## src/rtl/cdb_arbiter.sv

```systemverilog
`default_nettype none
// cdb_arbiter: round-robin Common Data Bus arbiter, one holding buffer per result source.
// Optional macro CDB_STATS_EN compiles saturating broadcast/conflict counters.
module cdb_arbiter #(
  parameter int               N_SRC       = 4,
  parameter int               TAG_W       = 4,
  parameter logic [TAG_W-1:0] INVALID_TAG = '1
) (
  input  logic                   CLK,
  input  logic                   RST,
  input  logic                   flush,
  input  logic [N_SRC-1:0]       src_valid,
  input  logic [N_SRC*TAG_W-1:0] src_tag,
  input  logic [N_SRC*32-1:0]    src_data,
  output logic [N_SRC-1:0]       src_ready,
  output logic [TAG_W+32-1:0]    cdb_out,
  output logic                   cdb_valid,
  output logic [31:0]            stat_bcast,
  output logic [31:0]            stat_conflict
);

  localparam int PTR_W = $clog2(N_SRC);

  logic [N_SRC-1:0] hold_v;
  logic [TAG_W-1:0] hold_tag  [N_SRC];
  logic [31:0]      hold_data [N_SRC];
  logic [PTR_W-1:0] rr_ptr;
  logic [PTR_W-1:0] winner;
  logic [PTR_W-1:0] idx;
  logic             any_grant;
  logic [N_SRC-1:0] grant;
  logic [N_SRC-1:0] accept;

  always_comb begin
    any_grant = 1'b0;
    winner    = '0;
    idx       = '0;
    for (int k = 0; k < N_SRC; k++) begin
      idx = PTR_W'((int'(rr_ptr) + k) % N_SRC);
      if (!any_grant && hold_v[idx]) begin
        any_grant = 1'b1;
        winner    = idx;
      end
    end
  end

  assign grant     = any_grant ? (N_SRC'(1) << winner) : '0;
  // A granted buffer frees its slot this cycle, so the source may refill it at the same edge.
  assign src_ready = {N_SRC{~flush}} & (~hold_v | grant);

  generate
    for (genvar i = 0; i < N_SRC; i++) begin : g_src
      assign accept[i] = src_valid[i] && src_ready[i] &&
                         (src_tag[i*TAG_W +: TAG_W] != INVALID_TAG);
    end
  endgenerate

  always_ff @(posedge CLK or posedge RST) begin
    if (RST) begin
      hold_v <= '0;
      for (int i = 0; i < N_SRC; i++) begin
        hold_tag[i]  <= '0;
        hold_data[i] <= '0;
      end
    end else begin
      for (int i = 0; i < N_SRC; i++) begin
        if (flush) begin
          hold_v[i] <= 1'b0;
        end else if (accept[i]) begin
          hold_v[i]    <= 1'b1;
          hold_tag[i]  <= src_tag[i*TAG_W +: TAG_W];
          hold_data[i] <= src_data[i*32 +: 32];
        end else if (grant[i]) begin
          hold_v[i] <= 1'b0;
        end
      end
    end
  end

  always_ff @(posedge CLK or posedge RST) begin
    if (RST) begin
      rr_ptr  <= '0;
      cdb_out <= {INVALID_TAG, 32'h0};
    end else if (flush) begin
      rr_ptr  <= '0;
      cdb_out <= {INVALID_TAG, 32'h0};
    end else if (any_grant) begin
      cdb_out <= {hold_tag[winner], hold_data[winner]};
      rr_ptr  <= (winner == PTR_W'(N_SRC - 1)) ? '0 : winner + 1'b1;
    end else begin
      cdb_out <= {INVALID_TAG, 32'h0};
    end
  end

  assign cdb_valid = (cdb_out[TAG_W+31 -: TAG_W] != INVALID_TAG);

`ifdef CDB_STATS_EN
  logic launch;
  logic conflict;

  assign launch   = !flush && any_grant;
  assign conflict = !flush && (|(hold_v & (hold_v - 1'b1)));

  always_ff @(posedge CLK or posedge RST) begin
    if (RST) begin
      stat_bcast    <= '0;
      stat_conflict <= '0;
    end else begin
      if (launch && (stat_bcast != 32'hFFFF_FFFF))
        stat_bcast <= stat_bcast + 32'd1;
      if (conflict && (stat_conflict != 32'hFFFF_FFFF))
        stat_conflict <= stat_conflict + 32'd1;
    end
  end
`else
  assign stat_bcast    = 32'h0;
  assign stat_conflict = 32'h0;
`endif

endmodule
`default_nettype wire

```

## config.mk

```make
export PLATFORM = sky130hd
export DESIGN_NAME = cdb_arbiter
export DESIGN_NICKNAME = d
export VERILOG_FILES = /design/src/rtl/cdb_arbiter.sv
export SDC_FILE = /design/constraint.sdc
export NUM_CORES = 1
export LEC_CHECK = 0
export ABC_CLOCK_PERIOD_IN_PS = 15500
export CELL_PAD_IN_SITES_DETAIL_PLACEMENT = 0
export CELL_PAD_IN_SITES_GLOBAL_PLACEMENT = 1
export CORE_UTILIZATION = 30
export DETAILED_ROUTE_END_ITERATION = 7
export PLACE_DENSITY = 0.74
export SETUP_SLACK_MARGIN = 0.3
export SYNTH_ARGS = -nofsm -noshare
export SYNTH_HDL_FRONTEND = slang
export SYNTH_SLANG_ARGS = --single-unit
export TNS_END_PERCENT = 10
```

## constraint.sdc

```tcl
create_clock -name CLK -period 15.5 [get_ports CLK]
set_input_delay 3.1 -clock CLK [delete_from_list [all_inputs] [get_ports CLK]]
set_output_delay 3.1 -clock CLK [all_outputs]
set_load 0.005 [all_outputs]
```

### After elaboration in Yosys (flattened, before gate mapping)

Index checks and enable logic that the tools add are counted.

* add/sub/neg operators: 4
* magnitude comparators: 5
* equality and inequality tests: 6
* shift operators: 1
* mux-type cells: 40
* bitwise logic cells: 5
* reductions and logical operators: 23

Operators by type and width (count)
* $mux W36: 2
* $bmux W32 S2: 1
* $mux W32: 2
* $mux W1: 20
* $ne A4 B4 Y1 const B: 5
* $mux W2: 7
* $lt A2 B3 Y1 const B: 4
* $mux W4: 3
* $reduce_bool A3 Y1: 4
* $logic_and A1 B1 Y1: 11
* $bmux W1 S2: 4
* $bmux W4 S2: 1
* $reduce_and A2 Y1: 4
* $add A2 B1 Y2 const B: 2
* $add A2 B2 Y2 const B: 2
* $and A4 B4 Y4: 1
* $not A4 Y4: 1
* $or A4 B4 Y4: 1
* $shl A1 B2 Y4 const A: 1
* $ge A3 B3 Y1 const B: 1
* $logic_not A1 Y1: 3
* $not A2 Y3: 1
* $eq A2 B2 Y1 const B: 1
* $reduce_bool A2 Y1: 1
* $not A1 Y1: 1

* bits in registers: 186
* input bits: 151
* output and inout port bits: 105

### Depth between registers and ports, before layout

Gate-level depths: netlist (run 1).

* depth after elaboration: 20
* depth in mapped cells: 13

### Worst setup path before layout (run 1)

No wires, ideal clock.

* kind: input to output
* from: in flush
* to: out src_ready[3]
* arrival: 3.796 ns
* setup slack: 8.604 ns
* stages: 3
* path buffers: 2
* cells stage by stage: clkbuf_1 clkbuf_1 nor2_1

* cells in the longest elaborated chain, start to end: 2

Ends and longest elaborated chain
* from (decl): RTL line 11 `input logic flush,`
* $not A1 Y1 (no line)
* $and A4 B4 Y4: RTL line 49 `assign src_ready = {N_SRC{~flush}} & (~hold_v | grant);`
* to (decl): RTL line 15 `output logic [N_SRC-1:0] src_ready,`

Every way passes these cells.

### Worst setup path after layout (run 1)

* from: in flush
* to: out src_ready[2]

The elaborated chain is that of the path after synthesis.

==> results of run 1 <==
cell usage after synthesis, types with 2 or more instances:
library cell and number:
sky130_fd_sc_hd__dfrtp_1 182, sky130_fd_sc_hd__mux2_2 113, sky130_fd_sc_hd__buf_4 68, sky130_fd_sc_hd__mux2i_1 64
sky130_fd_sc_hd__o22ai_1 32, sky130_fd_sc_hd__mux2_4 30, sky130_fd_sc_hd__nand2_1 16, sky130_fd_sc_hd__a21oi_1 13
sky130_fd_sc_hd__clkbuf_1 9, sky130_fd_sc_hd__buf_1 8, sky130_fd_sc_hd__inv_1 8, sky130_fd_sc_hd__nor2_1 7
sky130_fd_sc_hd__buf_2 5, sky130_fd_sc_hd__a2bb2oi_1 4, sky130_fd_sc_hd__a32oi_1 4, sky130_fd_sc_hd__buf_6 4
sky130_fd_sc_hd__dfstp_2 4, sky130_fd_sc_hd__nand4_1 4, sky130_fd_sc_hd__nor2b_1 3, sky130_fd_sc_hd__nor3_1 2
sky130_fd_sc_hd__o21ai_0 2
final cells by class:
| cell class | instances | share of cell area (%) |
|---|---|---|
| clock buffer | 18 | 3.995 |
| inverter | 10 | 0.4553 |
| multi-input combinational | 375 | 29.85 |
| tap | 372 | 4.234 |
| timing repair buffer | 198 | 17.87 |
| clock inverter | 14 | 1.184 |
| sequential | 186 | 42.39 |
| antenna | 1 | 0.02277 |
flip-flops by register name, indices dropped and copies added (netlist names):
signal     cells
hold_tag      16
hold_v         4
rr_ptr         2
hold_data    128
cdb_out       36
worst register-to-register path, stage by stage, from the launching register on:
cell,delay [ns]
sky130_fd_sc_hd__dfrtp_1,0.44
sky130_fd_sc_hd__mux2_2,0.36
sky130_fd_sc_hd__o221a_2,0.24
sky130_fd_sc_hd__buf_4,0.24
sky130_fd_sc_hd__inv_4,0.37
sky130_fd_sc_hd__ha_1,0.29
sky130_fd_sc_hd__inv_1,0.05
sky130_fd_sc_hd__a21oi_1,0.20
sky130_fd_sc_hd__nand2_1,0.14
sky130_fd_sc_hd__a41o_2,0.63
sky130_fd_sc_hd__mux2_2,0.45
layout by cell type, fill, tap and decap left out, types with 2 or more instances in the layout:
master                              n
sky130_fd_sc_hd__conb_1            64
sky130_fd_sc_hd__mux2_2           113
sky130_fd_sc_hd__a2bb2oi_1          4
sky130_fd_sc_hd__dfrtp_1          182
sky130_fd_sc_hd__nand2_1           14
sky130_fd_sc_hd__clkdlybuf4s50_1  191
sky130_fd_sc_hd__o22ai_1           32
sky130_fd_sc_hd__nand4_1            4
sky130_fd_sc_hd__inv_1              7
sky130_fd_sc_hd__a21oi_1           13
sky130_fd_sc_hd__o21ai_0            2
sky130_fd_sc_hd__dfstp_2            4
sky130_fd_sc_hd__nor2_1             7
sky130_fd_sc_hd__inv_4              2
sky130_fd_sc_hd__clkbuf_16         17
sky130_fd_sc_hd__nor2b_1            3
sky130_fd_sc_hd__nor3_1             2
sky130_fd_sc_hd__inv_8              6
sky130_fd_sc_hd__mux2_4            30
sky130_fd_sc_hd__a32oi_1            4
sky130_fd_sc_hd__buf_4              7
sky130_fd_sc_hd__clkinv_4           6
sky130_fd_sc_hd__mux2i_1           64
sky130_fd_sc_hd__nand2_2            2
power groups by stage:
stage | clock [mW] | combinational [mW] | sequential, mW
6_report | 0.430 | 0.406 | 0.679
3_5_place_dp | 0 | 0.412 | 0.689
3_3_place_gp | 0 | 0.406 | 0.687
2_1_floorplan | 0 | 0.272 | 0.672
4_1_cts | 0.444 | 0.414 | 0.681
5_1_grt | 0.464 | 0.443 | 0.697
per-stage QoR:
stage	instance area [µm²]	worst slack (ns)	hold slack (ns)	instances
final	10990	7.607	0.5058	1174
after global routing	10990	7.499	0.5146	1173
after CTS	10990	7.621	0.5098	1173
after detailed placement	10420	7.624	0.4929	1141
after global placement	10420	7.673	0.4871	1141
after floorplan	8612	7.350	0.4787	665
per-layer routing:
layer  GRT usage, %  vias up  part of all wire [%]
met5              0        -                     0
met4          3.917        0                   1.1
met3          4.325       15                   6.1
met2          24.16      158                    48
met1          19.11     2662                    45
li1               -     2402                     -
cells by family (layout without fill, tap and decap cells):
kind of cell | Yosys count | after routing | share of synthesized area [%]
AOI/OAI and AO/OA | 64 | 64 | 5.483
adders and majority gates | 1 | 1 | 0.1494
buffers and inverters | 104 | 240 | 8.171
DFF | 186 | 186 | 55.63
muxes | 207 | 207 | 28.22
other | 1 | 65 | 0.04477
and+or+nand+nor | 39 | 39 | 2.301
path summary, 6_finish.rpt:
kind | to | slack (ns) | cells after the start
min | hold_data[95] | 0.51 | 1
max in group asynchronous | hold_data[121] | 10.93 | 3
min reg2reg | hold_data[95] | 0.51 | 1
max reg2reg | hold_data[62] | 11.96 | 10
min in group asynchronous | hold_data[26] | 3.22 | 2
max | src_ready[2] | 7.61 | 3
==> results.md, run 1 <==
STA:
- Counting I/O delays and the setup requirement, the final critical path takes about 7.9 ns.
- The number of hold-slack violations in the final timing report is 0.
- The achievable frequency is ~130 MHz.
- The setup clock skew after layout is 0.01310 ns.
- The count of final max-slew check failures came to 0.
- Setup repair after global routing left no endpoint under its margin.
- At the pin with the least slew margin, the transition time is ~1.0 ns.
- The post-route clock period utilization is around half.
- The remaining max-slew budget at the tightest pin is a little over 30%.
- Adding up every negative setup slack in the final design gives 0 ns.
- Setup violations remaining at the end of the flow were counted as 0.

Clocking:
- The post-CTS setup buffer count is 0.
- Counting every sink on the clock net gives approximately 190.
- The TritonCTS clock tree is built.
- The number of hold buffers added after cts is 0.
- The level count of the clock H-tree is 4.
- The post-CTS resize count is 0.
- The clock reaches the later pin of the worst-skew pair after 0.43 ns.
- The number of buffers on the longest clock path is 2.
- After clock tree synthesis, the clock-pin slew on the worst setup and hold paths is about 0.07 ns.
- TritonCTS created 17 clock buffers.
- The root buffer cell chosen for the clock tree is sky130_fd_sc_hd__clkbuf_16.

Synth:
- In this run, synthesis inferred 0 flip-flops with an integrated enable.
- The number of warning messages in the yosys log is 0.
- sky130_fd_sc_hd__dfrtp_1 takes more of the synthesized area than any other cell.
- The sequential fraction of the synthesis area is between 50% and 60%.
- The netlist uses 41 different library cells.
- Synthesis produced 602 cells.
- After synthesis the netlist holds a flip-flop and latch count of between 150 and 200.
- In the synthesized netlist the dominant register cell turns out to be sky130_fd_sc_hd__dfrtp_1.
- The proportion of netlist area held by the largest area contributor is 54.38%.
- Ranked by total cell area, the synthesized netlist is headed by sky130_fd_sc_hd__dfrtp_1 (54%), sky130_fd_sc_hd__mux2_2 (15%), sky130_fd_sc_hd__mux2i_1 (7.6%).
- Summing every instance area after synthesis gives ~8400 µm².
- The per-instance average area after synthesis is 13.91 µm².
- The proportion of synthesized flip-flops having asynchronous set or reset is between 90% and 100%.

Cells and area:
- The area taken by multi-input logic gates is roughly 3300 µm².
- The final cell utilization of the core is 40.45%.
- The register area is between 4000 and 5000 µm².
- The final net count is 940.
- The number of filler cells placed in the layout is 2618.
- The post-route netlist has between 20 and 25% of its cells at a drive strength greater than 1.
- The layout overhead on the synthesized area is 31.24%.

Floorplan:
- The total number of placement rows is 60.
- The horizontal die dimension is between 150 and 200 µm.
- The number of top-level pins is about 260.
- The overall die height is between 150 and 200 µm.
- The effective utilization at floorplan is between 30 and 40%.
- The overall die area is 28590 µm².
- The floorplan step defined a core boundary enclosing 27180 µm².

Placed design:
- At the end of routability-driven placement, the weighted congestion stood at between 0.7 and 0.8.
- The number of port buffers is between 150 and 200.
- The wire-length estimate of the detail-placed layout is 13310 µm.

Global routing:
- The number of global-route vias before repair is between 5000 and 6000.
- Global routing consumed, over all layers together, between 10% and 20% of the routing resources.
- The initial antenna violation count is 1.
- The wire length of the first global-routing pass is about 32000 µm.
- The largest net degree at the start of global routing is roughly 130.
- Global routing finished with a remaining overflow of 0.

Power:
- In this run switching power makes up between 20 and 30% of total power.
- The design draws 1.515 mW.
- In this run the static leakage power is between 4 and 5 nW.
- Dividing total power by cell area gives a power density of 137.8 nW/µm².
- The power share of the clock group is between 20% and 30%.
- IR analysis of the VDD net gives a maximum drop of approximately 55 µV.
- The switching component of the power is about 0.44 mW.
- Sequential cells account for 44.8% of the total power.
- Cell internal power was estimated by the tool at approximately 1.1 mW.
- Of the total power, combinational logic draws 26.8%.

Detailed routing:
- The detail route stage leaves a number of antenna-violating nets equal to 0.
- The total wirelength of the detailed-routed design is between 20000 and 25000 µm.
- For this run, design rule violations remaining after detail routing come to 0.
- After the first detailed-routing iteration, the DRC count stood at roughly 230.
- Dividing the detail-routed wire length by the instance count gives 17.52 µm.
- The count of vias placed by the detailed router is 5237.
- The detailed-routing iteration count for the pre-antenna-repair pass is 4.
- The via count normalized by instance count is between 4 and 5.

Run status:
- The flow ran to the end, and the final reports show no timing, DRC or antenna violations.

Setup path:
- The critical path starts at flush.
- In this design, the stage delay of the slowest critical-path cell is between 0.7 and 0.8 ns.
- Traced cell by cell, the critical path runs through clkdlybuf4s50_1 > a21oi_1 > clkdlybuf4s50_1.
- The endpoint kind of the worst setup timing path is a primary output.
- The critical path contains buffers and inverters numbering 2 combined.
- Among all stages on the critical path, the largest delay is contributed by sky130_fd_sc_hd__clkdlybuf4s50_1.
- The kind of launch point of the worst setup path is a primary input.
- Data arrives at the worst endpoint at approximately 4.8 ns.
- The most numerous cell type found on the critical path is sky130_fd_sc_hd__clkdlybuf4s50_1.
- At the worst endpoint, the required time is 12.40 ns.
- The startpoint of the lowest-slack register-to-register path is rr_ptr[1].
- Along the worst path, the maximum fanout reaches 16.
- The startpoint-to-endpoint class of the critical path is in2out.
- The kind of cell adding the most delay to the critical path is buffers and inverters.

Run:
- The tool flagged a number of max-cap violations equal to 0.

Hold path:
- The path category of the worst min-delay check is reg2reg.
- In this run the most critical hold path is launched from hold_data[95].
No activity file was read; power rests on OpenSTA's default activity.
==> run 2: changes to the inputs <==
--- a/config.mk
+++ b/config.mk
@@ -5,7 +5,7 @@
 export SDC_FILE = /design/constraint.sdc
 export NUM_CORES = 1
 export LEC_CHECK = 0
-export ABC_CLOCK_PERIOD_IN_PS = 15500
+export ABC_CLOCK_PERIOD_IN_PS = 8200
 export CELL_PAD_IN_SITES_DETAIL_PLACEMENT = 0
 export CELL_PAD_IN_SITES_GLOBAL_PLACEMENT = 1
 export CORE_UTILIZATION = 30
==> constraint.sdc (replaced) <==
create_clock -name CLK -period 8.2 [get_ports CLK]
set_input_delay 1.64 -clock CLK [delete_from_list [all_inputs] [get_ports CLK]]
set_output_delay 1.64 -clock CLK [all_outputs]
set_load 0.005 [all_outputs]
==> results.md, run 2 (synthesized netlist as in run 1, its figures left out) <==
Clocking:
- After clock tree synthesis, the repair step resized 0 gates.
- The clock-pin slew of the registers on the worst-case setup and hold paths is roughly 0.07 ns.
- The clock buffer count from CTS is 17.
- The clock passes through at most 2 buffers.
- For the worst-skew pair, the clock arrives at the later sink with an insertion delay of roughly 0.43 ns.
- The post-CTS setup buffer count is 0.
- In this run the clock root is driven by a sky130_fd_sc_hd__clkbuf_16.
- For this design, the sink count on the clock tree is roughly 190.
- The TritonCTS clock tree is built.
- The clock tree synthesis step divided the H-tree into 4 levels.
- Buffers inserted to repair hold after CTS numbered 0.

STA:
- The worst pin sits at a relative slew slack of 31.39%.
- The setup clock skew after layout is 0.01259 ns.
- The count of final max-slew check failures is 0.
- The transition at the pin with the smallest max-transition slack is a little over 1 ns.
- The final critical delay including setup and external delays is slightly below 5 ns.
- The number of hold-slack violations in the final timing report is 0.
- The total setup violations reported at the end of the flow is 0.
- Setup repair after global routing left no endpoint under its margin.
- Summed over all failing endpoints, the final setup total negative slack is 0 ns.
- The post-route clock period utilization is a little over 60%.
- Derived from the worst setup path, the maximum achievable clock frequency is between 200 and 250 MHz.

Setup path:
- Setup slack on the worst reg-to-reg path comes out at approximately 4.8 ns.
- The startpoint-to-endpoint class of the critical path is in2out.
- STA classifies the critical path startpoint as a primary input.
- Walking the worst path, the cells encountered are clkdlybuf4s50_1 > a21oi_1 > clkdlybuf4s50_1.
- For the worst setup path, the data arrival time is approximately 3.3 ns.
- The number of cells on the worst reg-to-reg path is 10.
- The data required time of the critical path is 6.56 ns.
- The kind of cell adding the most delay to the critical path is buffers and inverters.
- Counting stages on the worst path, the most repeated cell is sky130_fd_sc_hd__clkdlybuf4s50_1.
- In this run the worst path has a maximum fanout of 16.
- On the critical path, the stage with the largest delay is an instance of sky130_fd_sc_hd__clkdlybuf4s50_1.
- The capture instance of the worst register-to-register path is hold_data[52].
- The endpoint kind of the worst setup timing path is a primary output.
- On the worst path, the slowest cell contributes a delay of a little under 0.8 ns.
- The combined buffer and inverter count along the critical path is 2.
- The worst register-to-register path begins at rr_ptr[1].

Floorplan:
- The total number of placement rows is 60.
- The floorplan step defined a die boundary enclosing 28590 µm².
- The horizontal die dimension is ~170 µm.
- From bottom edge to top edge, the die measures approximately 170 µm.
- The effective utilization at floorplan is a little under a third.
- The core area is around 27000 µm².
- 256 I/O pins were placed.

Global routing:
- The overall fraction of global-route tracks in use is 14.84%.
- The wire length of the first global-routing pass is roughly 32000 µm.
- The number of global-route vias before repair is ~5500.
- Entering global routing, the biggest net connects between 100 and 150 pins.
- After global routing the overflow that remains totals 0.
- The initial antenna violation count is 2.

Detailed routing:
- The detailed-routing iteration count for the pre-antenna-repair pass is 6.
- In this run the remaining antenna-violating nets after routing total 0.
- Summing over every cut layer, the via total after detailed routing is about 5200.
- The final layout contains routed wiring with a total length of just over 20000 µm.
- After detailed routing, the number of vias per cell comes to ~4.4.
- After the first detailed-routing iteration, the DRC count stood at 212.
- Dividing the detail-routed wire length by the instance count gives 17.63 µm.
- The post-route DRC violation count is 0.

Cells and area:
- Leaving out fill and tap cells, the most frequent cell in the layout is sky130_fd_sc_hd__clkdlybuf4s50_1.
- The final layout contains 940 nets.
- In the final layout, the registers with the most flip-flops are hold_data (128), cdb_out (36), hold_tag (16).
- The register with the most flip-flops in the layout has ~130 of them.
- The number of filler cells placed in the layout is 2637.
- In the layout the commonest cells are sky130_fd_sc_hd__clkdlybuf4s50_1 (191), sky130_fd_sc_hd__dfrtp_1 (182), sky130_fd_sc_hd__mux2_2 (113).
- Counting flops per register, the top entry is hold_data.
- The layout overhead on the synthesized area is 31.12%.
- The design area is 10980 µm².
- The share of post-route cells with drive strength above 1 is 24.47%.

Run:
- Max-cap violations in this run came to 0.

Power:
- Power spread over the standard cell area amounts to 260.9 nW/µm².
- Summed over all cells, the static leakage comes to about 4.8 nW.
- The worst-case vdd ir drop is about 120 µV.

Hold path:
- The min-delay analysis places its worst path in the category reg2reg.
- The worst hold path depth is 1.
- The hold path startpoint is hold_tag[14].
- The hold-critical path endpoint is hold_tag[14].

Placed design:
- The global placement routability congestion is roughly 0.77.
- The placed cell area is 10420 µm².
- The placed wire-length estimate after detailed placement is 13350 µm.
- The number of port buffers is approximately 190.

Run status:
- The run finished with clean final reports.
## run 2: final cells by class
class | count | area [µm²] | share of cell area [%]
Antenna cell | 1 | 2.502 | 0.02279
Clock buffer | 19 | 432.9 | 3.942
Clock inverter | 13 | 126.4 | 1.151
Inverter | 10 | 50.05 | 0.4557
Multi-Input combinational cell | 375 | 3281 | 29.87
Sequential cell | 186 | 4659 | 42.43
Tap cell | 372 | 465.4 | 4.238
Timing Repair Buffer | 198 | 1964 | 17.89
## run 2: through the flow
step	cells	power (mW)	hold WS [ns]	util (%)	setup slack, ns
floorplan	665	1.786	0.4787	-	1.510
global placement	1141	2.068	0.4874	38.34	3.292
detailed placement	1141	2.084	0.4944	38.34	3.266
CTS	1173	2.908	0.5108	40.40	3.252
global route	1173	3.033	0.5212	40.40	3.163
finish	1174	2.865	0.5075	40.41	3.254
## run 2: how the worst max path moves through the flow
stage | slack (ns) | endpoint | depth (start not counted) | from
5_1_grt | 3.16 | src_ready[2] | 3 | flush
4_1_cts | 3.25 | src_ready[2] | 3 | flush
3_3_place_gp | 3.29 | src_ready[2] | 3 | flush
6_report | 3.25 | src_ready[2] | 3 | flush
3_5_place_dp | 3.27 | src_ready[2] | 3 | flush
2_1_floorplan | 1.51 | cdb_out[0] | 1 | RST
## run 2: power breakdown
part	internal (mW)	leakage [nW]	switching (mW)
sequential	1.16	2.23	0.128
clock	0.404	0.268	0.403
combinational	0.461	2.35	0.307
total	2.03	4.85	0.838
## run 2: per-layer routing
metal | global-route usage [%] | routed length (µm)
met3 | 3.951 | 1186
met5 | 0 | 13
met1 | 20.02 | 9534
met2 | 23.55 | 9804
met4 | 3.917 | 161
